<file path="config.mk">
export PLATFORM = sky130hd
export DESIGN_NAME = prod_accumulator
export DESIGN_NICKNAME = d
export VERILOG_FILES = /design/src/rtl/prod_accumulator.sv
export SDC_FILE = /design/constraint.sdc
export NUM_CORES = 1
export LEC_CHECK = 0
export CELL_PAD_IN_SITES_DETAIL_PLACEMENT = 1
export CELL_PAD_IN_SITES_GLOBAL_PLACEMENT = 2
export CORE_MARGIN = 4
export CORE_UTILIZATION = 30
export CTS_BUF_LIST = sky130_fd_sc_hd__clkbuf_8
export DETAILED_ROUTE_END_ITERATION = 7
export PLACE_DENSITY_LB_ADDON = 0.15
export SYNTH_ARGS = -nofsm -noshare
export SYNTH_HDL_FRONTEND = slang
export SYNTH_SLANG_ARGS = --single-unit
export TNS_END_PERCENT = 50
</file>
<file path="constraint.sdc">
create_clock -name clk -period 2.6 [get_ports clk]
set_clock_uncertainty 0.05 [all_clocks]
set_input_delay 0.52 -clock clk [delete_from_list [all_inputs] [get_ports clk]]
set_output_delay 0.52 -clock clk [all_outputs]
set_load 0.01 [all_outputs]
</file>
<file path="src/rtl/prod_accumulator.sv">
// prod_accumulator: sums a stream of unsigned products into grouped results.
// A group closes after LEN products or on in_last, whichever comes first.
// The finished sum, product count and sticky carry flag are held on a
// valid/ready output until the sink takes them. Inputs are not accepted
// while a result is waiting.
module prod_accumulator #(
    parameter  int PROD_W = 16,
    parameter  int ACC_W  = 24,
    parameter  int LEN    = 8,
    localparam int CNT_W  = $clog2(LEN + 1)
) (
    input  logic              clk,
    input  logic              rst_n,
    input  logic              in_valid,
    output logic              in_ready,
    input  logic [PROD_W-1:0] in_prod,
    input  logic              in_last,
    output logic              out_valid,
    input  logic              out_ready,
    output logic [ACC_W-1:0]  out_acc,
    output logic [CNT_W-1:0]  out_count,
    output logic              out_ovf
);

    localparam int SUM_W = ACC_W + 1;

    typedef enum logic [0:0] {
        ACCUM = 1'b0,
        HOLD  = 1'b1
    } state_t;

    state_t           state_q, state_d;
    logic [ACC_W-1:0] acc_q, acc_d;
    logic [CNT_W-1:0] cnt_q, cnt_d;
    logic             ovf_q, ovf_d;

    // One extra bit on the adder captures the carry out of the accumulator.
    logic [SUM_W-1:0] sum_ext;
    logic [CNT_W-1:0] cnt_inc;

    assign sum_ext = {1'b0, acc_q} + SUM_W'(in_prod);
    assign cnt_inc = cnt_q + CNT_W'(1);

    // Next-state and handshake logic; state only moves on a handshake, so an
    // undriven in_prod while in_valid is low never reaches the registers.
    always_comb begin
        state_d   = state_q;
        acc_d     = acc_q;
        cnt_d     = cnt_q;
        ovf_d     = ovf_q;
        in_ready  = 1'b0;
        out_valid = 1'b0;
        case (state_q)
            ACCUM: begin
                in_ready = 1'b1;
                if (in_valid) begin
                    acc_d = sum_ext[ACC_W-1:0];
                    ovf_d = ovf_q | sum_ext[ACC_W];
                    cnt_d = cnt_inc;
                    // The closing product is part of the result; in_last on
                    // the LEN-th product closes the group only once.
                    if (cnt_inc == CNT_W'(LEN) || in_last) begin
                        state_d = HOLD;
                    end
                end
            end
            HOLD: begin
                out_valid = 1'b1;
                if (out_ready) begin
                    acc_d   = '0;
                    cnt_d   = '0;
                    ovf_d   = 1'b0;
                    state_d = ACCUM;
                end
            end
            default: begin
                state_d = ACCUM;
            end
        endcase
    end

    // State registers; reset discards any partially accumulated group.
    always_ff @(posedge clk or negedge rst_n) begin
        if (!rst_n) begin
            state_q <= ACCUM;
            acc_q   <= '0;
            cnt_q   <= '0;
            ovf_q   <= 1'b0;
        end else begin
            state_q <= state_d;
            acc_q   <= acc_d;
            cnt_q   <= cnt_d;
            ovf_q   <= ovf_d;
        end
    end

    assign out_acc   = acc_q;
    assign out_count = cnt_q;
    assign out_ovf   = ovf_q;

endmodule

</file>
==> run summary <==
Crit path max fanout = 4
Clock transition at path regs = 0.07 ns
Clock buffer depth = 2
Worst hold stages = 1
Multiplexer area fraction after synthesis = 4.58%
CP arrival = 2.60 ns
Reg-to-Reg End = out_acc[14]
#FFs+latches synth = 30
CTS buffer count = 5
Worst-margin pin slew = 0.419 ns
Initial antenna violation count = 0
Average footprint of a synthesized cell = 9.68 um2
Final Hold Viols = 0
Share of layout cells above drive strength 1 = 21.2%
First-pass GRT wire length = 10100 um
Worst r2r src = out_acc[0]
Core area = 6390 um2
Simple-gate share of the synthesized area = 14.0%
Critical Path RT = 2.72 ns
Synth area leader = dfrtp_1
Vias in the first global route = 2120
Final Setup Violations = 0
Mapped Cells = 206
Synth unique cells = 40
Adder-Cell Fraction of Synth Area = 11.7%
DP Area = 2820 um2
XOR/XNOR Fraction of Synth Area = 6.15%
Mapped Area = 1990 um2
Critical Path Source = in_prod[3]
Slew Viols, Final = 0
Final #Nets = 331
Relative slew slack = 72.1%
Static leakage = 1.42 nW
Die Ht = 89.5 um
Worst Hold Path EP = out_acc[21]
Most frequent cells in the layout = clkdlybuf4s50_1, buf_4, dfrtp_1, nand2_1, a22o_1
Cell Count, Final, Fillers Out = 370
Width of the die = 89.5 um
WHS = 0.457 ns
Worst min path class = reg2reg
Overall Global Routing Usage = 16.7%
# placed instances = 360
Sequential share of the synthesized area = 37.7%
# H-tree levels = 2
Starting Density = 31.2%
Tmin final = 2.48 ns
Final GP Congestion = 0.795
Root Driver = clkbuf_8
Crit path capture type = register
Compound-gate portion of the synthesized area = 23.9%
Top cells by area, synth = dfrtp_1, ha_1, a22o_1, nand2_1, a21oi_1
Ratio of total power to cell area = 1080 nW/um2
CTS tree = yes
Main combinational cell family by area after synthesis = compound AO/OA/AOI/OAI gates
R2R cell count = 10
Number of I/O port buffers = 51
Inserted Diodes = 0
Vias per std cell = 5.21
Post-DP HPWL = 4520 um
Setup crit start kind = input port
Peak Freq = 404 MHz
Synth Net Count = 245
Final instance area = 3040 um2
Synth top area share = 37.7%
Aggregate global routing overflow = 0
Dominant synthesized flop cell = dfrtp_1
Fillers = 736
Synth warn = 0
Commonest non-fill, non-tap cell in the layout = clkdlybuf4s50_1
DRC violations left = 0
Clk sinks = 30
TritonRoute pass-1 iters = 4
Die area = 8010 um2
DRT Wirelength = 6060 um
Vias post-DR = 1927
Worst Path Class, Setup = in2reg
Worst skew pair latency = 0.29 ns
Peak VDD IR = 0.477 mV
Outcome = finished, final reports clean
Hold Startpoint = out_acc[21]
DRT antenna net count = 0
Cell row count = 29
EDFF count, synth = 0
Reg2reg setup slack = 0.14 ns
Io pins = 52
Detailed Route Iter0 Violations = 26
Final TNS setup = 0 ns
Largest net degree at the start of global routing = 31
Max Cap Viol = 0
CTS Hold Bufs = 0
Period utilisation layout = 95.3%
Asr flop ratio synth = 100%
Area delta synth->final = 52.4%
Avg WL per Cell = 16.4 um
## metrics by stage
stage,power (mW),setup WS [ns],util [%]
3_3_place_gp,2.70,-0.390,44.2
4_1_cts,3.25,-0.0534,46.2
5_1_grt,3.58,-0.000122,47.6
2_1_floorplan,1.83,0.0333,-
3_5_place_dp,2.73,-0.451,44.2
6_report,3.29,0.123,47.6
## layer usage
| metal | routed length, um | global-route usage (%) | up-vias |
|---|---|---|---|
| met2 | 2880 | 26.8 | 41 |
| met3 | 255 | 3.87 | 6 |
| met4 | 74 | 5.14 | 0 |
| met1 | 2860 | 22.2 | 937 |
| li1 | - | - | 943 |
| met5 | 0 | 0 | - |
## critical path, cell delays in order
cell             delay [ns]
clkdlybuf4s50_1        0.51
ha_4                   0.22
nand3_1                0.08
nand2_1                0.10
o31ai_4                0.30
a21boi_2               0.12
o21a_1                 0.19
or3_1                  0.30
a32o_1                 0.26
## cell usage after synthesis, types with 3 or more instances
cell / instances
dfrtp_1: 30
nand2_1: 22
a22o_1: 17
ha_1: 17
a21oi_1: 16
nor2_1: 13
nand3_1: 9
xnor2_1: 9
mux2i_1: 8
clkbuf_1: 7
o21ai_0: 7
xor2_1: 5
inv_1: 4
nand4_1: 4
a21o_1: 3
and3_1: 3
## worst max path at each step
| stage | endpoint | slack (ns) |
|---|---|---|
| after global routing | out_acc[14] | -0.0001 |
| after detailed placement | out_acc[20] | -0.45 |
| after global placement | out_ovf | -0.39 |
| after CTS | out_acc[14] | -0.05 |
| final | out_acc[11] | 0.12 |
| after floorplan | out_ovf | 0.03 |
## state kept, by name (all words and copies together), names as in the netlist
name,count
out_acc,24
out_count,4
out_ovf,1
state_q,1
## where the power goes
part           switching (mW)  internal [mW]  leakage, nW
Clock                   0.199          0.282       0.0579
Sequential              0.167          0.619        0.389
Combinational           0.923           1.10        0.969
Total                    1.29           2.00         1.42
## final cells by class
class / instances / area (um2) / area share (%)
multi-input cells: 165 / 1290 / 42.3
repair buffers: 86 / 781 / 25.7
flip-flops and latches: 30 / 751 / 24.7
well taps: 77 / 96.3 / 3.17
clock buffers: 5 / 68.8 / 2.27
clock inverters: 3 / 40.0 / 1.32
inverters: 4 / 15.0 / 0.494
## cell families after synthesis
kind of cell / count (synthesis)
AND/OR/NAND/NOR: 60
adder cells (fa/ha/maj): 18
XOR/XNOR: 14
buffers and inverters: 11
multiplexers: 9
AO/OA/AOI/OAI: 64
flip-flops: 30
## timing repair
action / in CTS / in global routing
endpoints found under the hold margin: 0 / 0
gates resized for setup: 3 / 14
setup buffers: 0 / 2
pin swaps: 2 / 12
setup endpoints to repair: 12 / 16
(Power assumes the default switching activity.)
